===== src/rtl/ps2_command_output.sv =====
// Host-to-device PS/2 transmitter: inhibit, request-to-send, 8 data bits + odd parity + stop, then device ack.
// All outputs registered or decoded from state; device falling edges pace the data phase, with inter-edge timeout.
module ps2_command_output #(
    parameter int INHIBIT_CYCLES = 1500,
    parameter int RTS_CYCLES     = 30,
    parameter int TIMEOUT_CYCLES = 200000
) (
    input  logic       clk,
    input  logic       rst,
    input  logic [7:0] cmd_data,
    input  logic       cmd_valid,
    output logic       cmd_ready,
    input  logic       ps2_clk_negedge,
    input  logic       ps2_data,
    output logic       ps2_clk_oe,
    output logic       ps2_data_oe,
    output logic       cmd_busy,
    output logic       cmd_ack_strb,
    output logic       cmd_err_strb
);

    localparam int MAX_A = (INHIBIT_CYCLES > RTS_CYCLES) ? INHIBIT_CYCLES : RTS_CYCLES;
    localparam int MAX_C = (MAX_A > TIMEOUT_CYCLES) ? MAX_A : TIMEOUT_CYCLES;
    localparam int CW    = $clog2(MAX_C) + 1;

    typedef enum logic [2:0] {IDLE, INHIBIT, RTS, DATA, ACK} state_t;

    state_t        state, state_nxt;
    logic [CW-1:0] cnt, cnt_nxt;
    logic [3:0]    bit_cnt, bit_cnt_nxt;
    logic [3:0]    bit_inc;
    logic [7:0]    data_q, data_nxt;
    logic          parity_q, parity_nxt;
    logic          clk_oe_q, clk_oe_nxt;
    logic          data_oe_q, data_oe_nxt;
    logic          ack_q, ack_nxt;
    logic          err_q, err_nxt;

    always_ff @(posedge clk) begin
        if (rst) begin
            state     <= IDLE;
            cnt       <= '0;
            bit_cnt   <= '0;
            data_q    <= '0;
            parity_q  <= 1'b0;
            clk_oe_q  <= 1'b0;
            data_oe_q <= 1'b0;
            ack_q     <= 1'b0;
            err_q     <= 1'b0;
        end else begin
            state     <= state_nxt;
            cnt       <= cnt_nxt;
            bit_cnt   <= bit_cnt_nxt;
            data_q    <= data_nxt;
            parity_q  <= parity_nxt;
            clk_oe_q  <= clk_oe_nxt;
            data_oe_q <= data_oe_nxt;
            ack_q     <= ack_nxt;
            err_q     <= err_nxt;
        end
    end

    assign bit_inc = bit_cnt + 4'd1;

    always_comb begin
        state_nxt   = state;
        cnt_nxt     = cnt;
        bit_cnt_nxt = bit_cnt;
        data_nxt    = data_q;
        parity_nxt  = parity_q;
        clk_oe_nxt  = clk_oe_q;
        data_oe_nxt = data_oe_q;
        ack_nxt     = 1'b0;
        err_nxt     = 1'b0;
        case (state)
            IDLE: begin
                clk_oe_nxt  = 1'b0;
                data_oe_nxt = 1'b0;
                if (cmd_valid) begin
                    data_nxt   = cmd_data;
                    parity_nxt = ~^cmd_data;
                    cnt_nxt    = '0;
                    clk_oe_nxt = 1'b1;
                    state_nxt  = INHIBIT;
                end
            end
            INHIBIT: begin
                if (cnt == CW'(INHIBIT_CYCLES - 1)) begin
                    cnt_nxt     = '0;
                    data_oe_nxt = 1'b1;
                    state_nxt   = RTS;
                end else begin
                    cnt_nxt = cnt + 1'b1;
                end
            end
            RTS: begin
                if (cnt == CW'(RTS_CYCLES - 1)) begin
                    cnt_nxt     = '0;
                    bit_cnt_nxt = '0;
                    clk_oe_nxt  = 1'b0;
                    state_nxt   = DATA;
                end else begin
                    cnt_nxt = cnt + 1'b1;
                end
            end
            DATA, ACK: begin
                // An edge on the terminal-count cycle wins over the timeout.
                if (ps2_clk_negedge) begin
                    cnt_nxt = '0;
                    if (state == ACK) begin
                        ack_nxt   = ~ps2_data;
                        err_nxt   = ps2_data;
                        state_nxt = IDLE;
                    end else begin
                        bit_cnt_nxt = bit_inc;
                        if (bit_inc <= 4'd8) begin
                            data_oe_nxt = ~data_q[bit_inc[2:0] - 3'd1];
                        end else if (bit_inc == 4'd9) begin
                            data_oe_nxt = ~parity_q;
                        end else begin
                            data_oe_nxt = 1'b0;
                            state_nxt   = ACK;
                        end
                    end
                end else if (cnt == CW'(TIMEOUT_CYCLES - 1)) begin
                    cnt_nxt     = '0;
                    clk_oe_nxt  = 1'b0;
                    data_oe_nxt = 1'b0;
                    err_nxt     = 1'b1;
                    state_nxt   = IDLE;
                end else begin
                    cnt_nxt = cnt + 1'b1;
                end
            end
            default: begin
                clk_oe_nxt  = 1'b0;
                data_oe_nxt = 1'b0;
                state_nxt   = IDLE;
            end
        endcase
    end

    assign cmd_ready    = (state == IDLE);
    assign cmd_busy     = (state != IDLE);
    assign ps2_clk_oe   = clk_oe_q;
    assign ps2_data_oe  = data_oe_q;
    assign cmd_ack_strb = ack_q;
    assign cmd_err_strb = err_q;

endmodule


===== config.mk =====
export PLATFORM = sky130hd
export DESIGN_NAME = ps2_command_output
export DESIGN_NICKNAME = d
export VERILOG_FILES = /design/src/rtl/ps2_command_output.sv
export SDC_FILE = /design/constraint.sdc
export NUM_CORES = 1
export LEC_CHECK = 0
export CORE_AREA = 8 8 82 84
export DETAILED_ROUTE_END_ITERATION = 16
export DIE_AREA = 0 0 90 92
export PLACE_DENSITY = 0.65
export RECOVER_POWER = 25
export SLEW_MARGIN = 20
export SYNTH_ARGS = -nofsm -noshare
export SYNTH_HDL_FRONTEND = slang
export SYNTH_SLANG_ARGS = --single-unit

===== constraint.sdc =====
create_clock -name clk -period 5.5 [get_ports clk]
set_input_delay 1.375 -clock clk [delete_from_list [all_inputs] [get_ports clk]]
set_output_delay 1.375 -clock clk [all_outputs]
set_load 0.03 [all_outputs]

==> reports/results.ini, run 1 <==
[global_route]
met2_usage_pct = 18.77
grt_use_total_pct = 11.04
overflow = 0
grt_pass1_vias = 1656
grt_use_met3_pct = 2.934
grt.busiest_layer = met2
grt_pass1_wl_um = 7700
antenna_found_initial = 0
grt_max_degree = 22
grtUsageMet1_pct = 12.81

[power]
pwr-share-seq_pct = 36.1
ir_drop_v = 0.0003347
swShare_pct = 36.37
power.switching_uw = 371.5
internal-power_uw = 649.9
power_density_mw_per_mm2 = 415.5
pwr-share-clk_pct = 27.6
combPwrFrac_pct = 36.3
power_leakage_nw = 0.8005

[worst_setup_path]
r2r_cells = 6
crit_path_max_fanout = 19
path_class = flop to primary output
critPathCapture = cmd_ready
r2r_slack_ns = 3.08
cp_data_arrival_time_ns = 2.01
rr_endpoint = cnt[16]
rr_startpoint = cnt[9]
start_kind = flop
startpoint = state[2]
worstPathRequired_ns = 4.12
crit_path_end_kind = primary output

[sta]
period_minus_slack_ns = 3.389
worst_pin_slew_ns = 0.8025
hold_slack_ns = 0.4575
tns_ns = 0
rsz0062_at_grt = false
fin_crit_sh_pct = 61.61
drv_slew = 0
final_hold_viol_count = 0
slew_headroom_pct = 46.33
fin_worst_skew_ns = 0.01171
max_freq_mhz = 295.1
setup_viol = 0

[placed_design]
place_congestion = 0.8275
dp.cells = 336
hpwlAfterDp_um = 3322
port-buffer-count = 18

[synth]
synth_edf_count = 0
synth_ff_type = dfxtp_1
syn-num-nets = 276
synth.distinct_cells = 52
async_flop_share_pct = 0
synth_area_leaders = dfxtp_1 37%, xnor2_1 6.6%, nand2_1 6.3%, nor2_1 6.2%, xor2_1 4.5%
ys_warn_count = 0
avgSynthCellArea_um2 = 8.249
synthCells = 258
ys_seq_elements = 39
post-synth-top-area-fraction_pct = 36.68
seq_area_frac_synth_pct = 36.68
synth_top_cell_by_area = dfxtp_1
synthesis.area_mm2 = 0.002128

[clock_network]
htree_levels = 2
clk_pin_slew_ns = 0.08
ctsHoldBuffers = 0
root_buffer = clkbuf_8
cts_buffers = 5
cts.sinks = 39
cts_resized = 0
cts_tree = done
ctsLongestPathBuffers = 2
cts_setup_buffers = 0
clkLatencyLatePin_ns = 0.29

[layout]
diodes = 0
layout-drive-gt1-share_pct = 7.353
register_area_um2 = 780.7
syn_to_final_growth_pct = 15.52
stdcell_count = 344
num-fill-cells = 556
nNetsFinal = 289
multi_input_area_mm2 = 0.001249

[route]
wl_per_cell_um = 12.81
vias = 1758
wl_um = 4407
first_iter_violations = 94
ant_nets = 0
viasPerCell = 5.110
drt_first_pass_iters = 4
route.detailed.drc = 0

[floorplanning]
coreArea_mm2 = 0.005405
die_y_um = 92
io_pins = 19
std_cell_rows = 27
die-area_mm2 = 0.008280
start_util_pct = 39.37
fp.dieW_um = 90

[worst_hold_path]
min_path_type = flop to flop

[job]
maxCapViolCount = 0

[outcome]
status = finished, final reports clean

-- kinds of logic after synthesis --
kind of cell | synth area share, %
DFF | 36.68
adders and majority gates | 2.939
muxes | 2.587
and+or+nand+nor | 28.93
xor gates and xnor gates | 11.11
buffers and inverters | 4.644
AOI/OAI and AO/OA | 13.11
-- synthesized netlist by cell type (3+ instances only) --
master	number
nand4_1	7
ha_1	5
dfxtp_1	39
nor2_1	35
nand2_1	36
nor3_1	9
xor2_1	11
o21ai_0	7
clkbuf_1	6
inv_1	7
a21oi_1	15
a211oi_1	4
buf_2	3
and2_1	3
nand3_1	12
xnor2_1	16
-- power groups by stage --
| stage | registers [mW] | clock network [mW] | logic, mW |
|---|---|---|---|
| after floorplan | 0.350 | 0 | 0.325 |
| after global placement | 0.374 | 0 | 0.371 |
| final | 0.369 | 0.282 | 0.371 |
| after detailed placement | 0.374 | 0 | 0.373 |
| after CTS | 0.368 | 0.287 | 0.375 |
| after global routing | 0.377 | 0.302 | 0.413 |
-- cell usage in the layout, fill, tap and decap left out, types with 7 or more instances in the layout --
cell,count
xnor2_1,16
nor3_1,9
dfxtp_1,39
xor2_1,11
nand4_1,7
nor2_1,35
a21oi_1,15
inv_1,7
nand3_1,12
o21ai_0,7
clkdlybuf4s50_1,16
nand2_1,36
-- stage by stage --
step                      cell area, um^2  total power [mW]  util (%)  setup slack, ns
after floorplan                      2128            0.6743         -            2.490
after global placement               2326            0.7445     43.03            2.186
after detailed placement             2326            0.7476     43.03            2.112
after CTS                            2459             1.029     45.49            2.127
after global routing                 2459             1.091     45.49            2.026
final                                2459             1.021     45.49            2.111
-- cell type report --
cell class | count | share of cell area [%]
repair buffers | 18 | 7.328
well taps | 72 | 3.664
flip-flops and latches | 39 | 31.76
clock buffers | 6 | 2.952
multi-input cells | 200 | 50.79
clock inverters | 2 | 2.443
inverters | 7 | 1.069
-- worst min-delay path by stage --
stage / from / endpoint / cells past startpoint
3_3_place_gp: data_q[4] / data_q[4] / 2
5_1_grt: data_q[1] / data_q[1] / 2
6_report: data_q[4] / data_q[4] / 2
3_5_place_dp: data_q[5] / data_q[5] / 2
2_1_floorplan: parity_q / parity_q / 2
4_1_cts: data_q[5] / data_q[5] / 2
-- critical path, stage by stage (launching register included) --
cell             delay [ns]
dfxtp_1                0.49
nor3_1                 0.47
clkdlybuf4s50_1        0.76
-- registers in the layout, indices dropped and copies added, names as in the netlist --
name	cells
bit_cnt	4
cmd_ack_strb	1
cmd_err_strb	1
cnt	19
data_q	8
parity_q	1
ps2_clk_oe	1
ps2_data_oe	1
state	3
-- layer usage --
metal	part of all wire, %	vias up
met5	0	-
met4	0.95	0
met3	3.2	4
met2	47	30
met1	49	798
li1	-	926
Note: power is estimated with default switching activity, not from simulation.
==> run 2, diff against run 1 <==
- PLACE_DENSITY: 0.65 -> 0.67
- clock period: 5.5 -> 2.9 ns (I/O delays scaled with it)
==> run 2 against run 1 <==
  * Clock power rose by 24%
  * Sequential share of layout area is 0.18 points higher
  * Hold slack better by 0.0034 ns
  * Total power increased by 73%
  * Register-to-register slack worse by 2.6 ns
  * Cell count increased by 1.5%
  * Flip-flop and latch count unchanged
  * Largest cell class unchanged
==> reports/results.ini, run 2 (synthesis gave the netlist of run 1 again) <==
[sta]
final_hold_viol_count = 0  ; unchanged
period_minus_slack_ns = 2.564
worst_pin_slew_ns = 0.6148  ; -0.1877 ns
drv_slew = 0  ; unchanged
fin_ws_ns = 0.3365  ; -1.775 ns
slew_headroom_pct = 59.02  ; +13 points
fin_worst_skew_ns = 0.004174  ; -0.007541 ns
tns_ns = 0  ; unchanged
setup_viol = 0  ; unchanged
rsz0062_at_grt = false
max_freq_mhz = 390.1
fin_crit_sh_pct = 88.40

[worst_hold_path]
hold_depth = 2  ; unchanged
holdPathEnd = data_q[3]
min_from = data_q[3]
min_path_type = flop to flop

[worst_setup_path]
rr_startpoint = cnt[9]
cp_data_arrival_time_ns = 1.84  ; -0.17 ns
start_kind = flop
slowest_stage = clkdlybuf4s50_1
r2r_cells = 6  ; unchanged
crit_path_end_kind = primary output
crit_chain = nor3_1 -> clkdlybuf4s50_1
r2r_slack_ns = 0.47  ; -2.61 ns
worstPathRequired_ns = 2.17  ; -1.95 ns
rr_endpoint = cnt[5]
slowest_delay_ns = 0.75  ; about the same
crit_path_max_fanout = 13  ; -6
path_class = flop to primary output

[global_route]
overflow = 0  ; unchanged
grt_pass1_vias = 1779  ; +7.4%
met2_usage_pct = 18.90  ; +0.12 points
grt_max_degree = 21  ; -4.5%
antenna_found_initial = 0  ; unchanged
grt_pass1_wl_um = 7893  ; +2.5%
grtUsageMet1_pct = 13.59  ; +0.77 points
grt_use_total_pct = 11.41  ; +0.36 points
grt.busiest_layer = met2
grt_use_met3_pct = 3.097  ; +0.16 points

[route]
route.detailed.drc = 0  ; unchanged
first_iter_violations = 84  ; -11%
wl_per_cell_um = 12.99  ; +1.4%
ant_nets = 0  ; unchanged
viasPerCell = 5.115  ; about the same
vias = 1785  ; +1.5%
drt_first_pass_iters = 4  ; unchanged
wl_um = 4535  ; +2.9%

[clock_network]
cts_resized = 0  ; unchanged
ctsLongestPathBuffers = 2  ; unchanged
htree_levels = 2  ; unchanged
ctsHoldBuffers = 0  ; unchanged
cts_buffers = 5  ; unchanged
cts.sinks = 39  ; unchanged
cts_tree = done
root_buffer = clkbuf_8
clkLatencyLatePin_ns = 0.29  ; about the same
cts_setup_buffers = 0  ; unchanged
clk_pin_slew_ns = 0.07  ; about the same

[floorplanning]
std_cell_rows = 27  ; unchanged
die_y_um = 92  ; unchanged
coreArea_mm2 = 0.005405  ; unchanged
io_pins = 19  ; unchanged
fp.dieW_um = 90  ; unchanged
die-area_mm2 = 0.008280  ; unchanged
start_util_pct = 39.37  ; unchanged

[layout]
syn_to_final_growth_pct = 14.87
nNetsFinal = 294  ; +1.7%
layout_common_cells = 39 x dfxtp_1, 36 x nand2_1, 35 x nor2_1
largest_reg_flops = 19  ; unchanged
top_regs = cnt: 19 flops, data_q: 8 flops, bit_cnt: 4 flops
stdcell_count = 349  ; +1.5%
final_core_util_pct = 45.23  ; -0.25 points
register_area_um2 = 780.7  ; unchanged
num-fill-cells = 573  ; +3.1%
final_common_cell = dfxtp_1
layout-drive-gt1-share_pct = 8.664  ; +1.3 points
top_register = cnt
multi_input_area_mm2 = 0.001249  ; unchanged
diodes = 0  ; unchanged

[job]
maxCapViolCount = 0  ; unchanged

[placed_design]
dp_slack_ns = 0.2516  ; -1.861 ns
place_congestion = 0.8015  ; -3.1%
hpwlAfterDp_um = 3361  ; +1.2%
dp.cells = 341  ; +1.5%
port-buffer-count = 18  ; unchanged

[outcome]
status = finished, final reports clean

[power]
ir_drop_v = 0.0006110  ; +83%
power_density_mw_per_mm2 = 724.5  ; +74%
power_leakage_nw = 0.8024  ; +0.24%

==> run 2: stage by stage <==
step           instance area (um^2)  hold slack [ns]  power [mW]
2_1_floorplan                  2128           0.4323       1.279
3_3_place_gp                   2364           0.4432       1.424
3_5_place_dp                   2364           0.4477       1.432
4_1_cts                        2445           0.4583       1.792
5_1_grt                        2445           0.4824       1.912
6_report                       2445           0.4609       1.771
==> run 2: critical path, delay by kind of cell, from the launching register on <==
family | cells | cell delay [ns]
buffers and inverters | 1 | 0.75
DFF | 1 | 0.44
and+or+nand+nor | 1 | 0.36
==> run 2: worst max-delay path by stage <==
stage	startpoint	end	cells past startpoint
2_1_floorplan	state[2]	cmd_busy	3
3_3_place_gp	cmd_valid	cnt[16]	5
3_5_place_dp	cmd_valid	cnt[10]	5
4_1_cts	state[0]	cmd_ready	2
5_1_grt	state[0]	cmd_ready	2
6_report	state[1]	cmd_ready	2
==> run 2: power breakdown <==
part,internal (mW),switching (mW),leakage [nW]
sequential,0.602,0.0703,0.316
clock,0.169,0.182,0.0422
combinational,0.297,0.452,0.444
==> run 2: layout make-up <==
type	count	share of cell area (%)
Multi-Input combinational cell	200	51.07
Sequential cell	39	31.93
Timing Repair Buffer	23	8.905
Tap cell	72	3.685
Clock buffer	7	3.122
Inverter	7	1.075
Clock inverter	1	0.2047
==> run 2: metal layers <==
metal	wire length (um)	vias up
met1	2241	812
met5	0	-
li1	-	932
met3	170	5
met4	57	0
met2	2066	36
==> run 3, diff against run 2 <==
- MAX_ROUTING_LAYER: unset -> met4
==> run 3 against run 2 <==
  * First-iteration DRC count grew 1.2%
  * Sequential share of layout area is the same
  * Combinational power hardly changed
  * Fmax is essentially flat
  * Clock skew increased by 0.00068 ns
  * Highest routed layer unchanged
  * Largest cell class unchanged
==> reports/results.ini, run 3 (synthesis gave the netlist of run 1 again) <==
[worst_hold_path]
min_path_type = flop to flop

[power]
power_density_mw_per_mm2 = 724.9  ; about the same
power_leakage_nw = 0.8024  ; unchanged
ir_drop_v = 0.0006113  ; about the same

[clock_network]
htree_levels = 2  ; unchanged
root_buffer = clkbuf_8
clkLatencyLatePin_ns = 0.29  ; about the same
ctsLongestPathBuffers = 2  ; unchanged
cts_resized = 0  ; unchanged
cts_setup_buffers = 0  ; unchanged
cts.sinks = 39  ; unchanged
cts_buffers = 5  ; unchanged
clk_pin_slew_ns = 0.07  ; about the same
cts_tree = done
ctsHoldBuffers = 0  ; unchanged

[outcome]
status = finished, final reports clean

[placed_design]
port-buffer-count = 18  ; unchanged
dp.cells = 341  ; unchanged
hpwlAfterDp_um = 3361  ; unchanged
dpl_cell_area_mm2 = 0.002364  ; unchanged
place_congestion = 0.8130  ; +1.4%

[route]
viasPerCell = 5.135  ; +0.39%
wl_um = 4528  ; -0.15%
first_iter_violations = 85  ; +1.2%
vias = 1792  ; +0.39%
ant_nets = 0  ; unchanged
route.detailed.drc = 0  ; unchanged
wl_per_cell_um = 12.97  ; -0.15%
drt_first_pass_iters = 4  ; unchanged

[sta]
rsz0062_at_grt = false
max_freq_mhz = 390.4  ; about the same
final_hold_viol_count = 0  ; unchanged
drv_slew = 0  ; unchanged
fin_worst_skew_ns = 0.004855  ; +0.0006816 ns
worst_pin_slew_ns = 0.6148  ; +0.00004756 ns
period_minus_slack_ns = 2.562  ; -0.001817 ns
tns_ns = 0  ; unchanged
slew_headroom_pct = 59.01  ; about the same
setup_viol = 0  ; unchanged
fin_crit_sh_pct = 88.33  ; about the same

[layout]
final_area_mm2 = 0.002445  ; unchanged
final_common_cell = dfxtp_1
nNetsFinal = 294  ; unchanged
largest_reg_flops = 19  ; unchanged
top_regs = cnt: 19 flops, data_q: 8 flops, bit_cnt: 4 flops
top_register = cnt
syn_to_final_growth_pct = 14.87  ; unchanged
layout-drive-gt1-share_pct = 8.664  ; unchanged
stdcell_count = 349  ; unchanged
layout_common_cells = 39 x dfxtp_1, 36 x nand2_1, 35 x nor2_1
diodes = 0  ; unchanged

[global_route]
grt_pass1_vias = 1778  ; -0.056%
overflow = 0  ; unchanged
grt_use_total_pct = 11.75  ; +0.34 points
grt_pass1_wl_um = 7900  ; about the same
antenna_found_initial = 0  ; unchanged
grt_max_degree = 21  ; unchanged

[job]
maxCapViolCount = 0  ; unchanged

[floorplanning]
die_y_um = 92  ; unchanged
fp.dieW_um = 90  ; unchanged
coreArea_mm2 = 0.005405  ; unchanged
io_pins = 19  ; unchanged
std_cell_rows = 27  ; unchanged
die-area_mm2 = 0.008280  ; unchanged
start_util_pct = 39.37  ; unchanged

[worst_setup_path]
cp_data_arrival_time_ns = 1.84  ; about the same
crit_path_end_kind = primary output
crit_path_max_fanout = 13  ; unchanged
path_class = flop to primary output
start_kind = flop
worstPathRequired_ns = 2.17  ; about the same

-- run 3: final timing paths --
path / start / end / slack [ns] / cells past startpoint
worst min register to register: data_q[3] / data_q[3] / 0.46 / 2
worst min-delay path: data_q[3] / data_q[3] / 0.46 / 2
worst max register to register: cnt[9] / cnt[5] / 0.47 / 6
worst max-delay path: state[1] / cmd_ready / 0.34 / 2
-- run 3: critical path, cell delays in order (launching register included) --
cell and delay [ns]:
dfxtp_1 0.44, nor3_1 0.36, clkdlybuf4s50_1 0.75
-- run 3: through the flow --
| step | hold slack (ns) | utilization [%] | total power [mW] | setup slack [ns] |
|---|---|---|---|---|
| global route | 0.4824 | 45.23 | 1.912 | 0.2006 |
| global placement | 0.4432 | 43.73 | 1.424 | 0.2925 |
| detailed placement | 0.4477 | 43.73 | 1.432 | 0.2516 |
| finish | 0.4593 | 45.23 | 1.772 | 0.3383 |
| CTS | 0.4583 | 45.23 | 1.792 | 0.2971 |
| floorplan | 0.4323 | - | 1.279 | 0.5399 |
-- run 3: where the power goes --
| group | switching [mW] | total [mW] | internal (mW) |
|---|---|---|---|
| Combinational | 0.453 | 0.750 | 0.297 |
| Sequential | 0.0702 | 0.672 | 0.602 |
| Clock | 0.181 | 0.350 | 0.169 |
| Total | 0.705 | 1.77 | 1.07 |
-- run 3: area by class of cell --
cell class | instances | area [um^2]
timing repair buffer | 23 | 217.7
multi-input combinational | 200 | 1249
sequential | 39 | 780.7
tap | 72 | 90.09
fill | 573 | 2960
clock inverter | 1 | 5.005
inverter | 7 | 26.28
clock buffer | 7 | 76.32
-- run 3: metal layers --
layer / global-route usage [%] / part of all wire (%) / vias to the layer above
li1: - / - / 929
met2: 18.90 / 46 / 39
met1: 13.78 / 50 / 819
met5: - / 0 / -
met3: 2.771 / 3.3 / 5
met4: 4.993 / 1.3 / 0
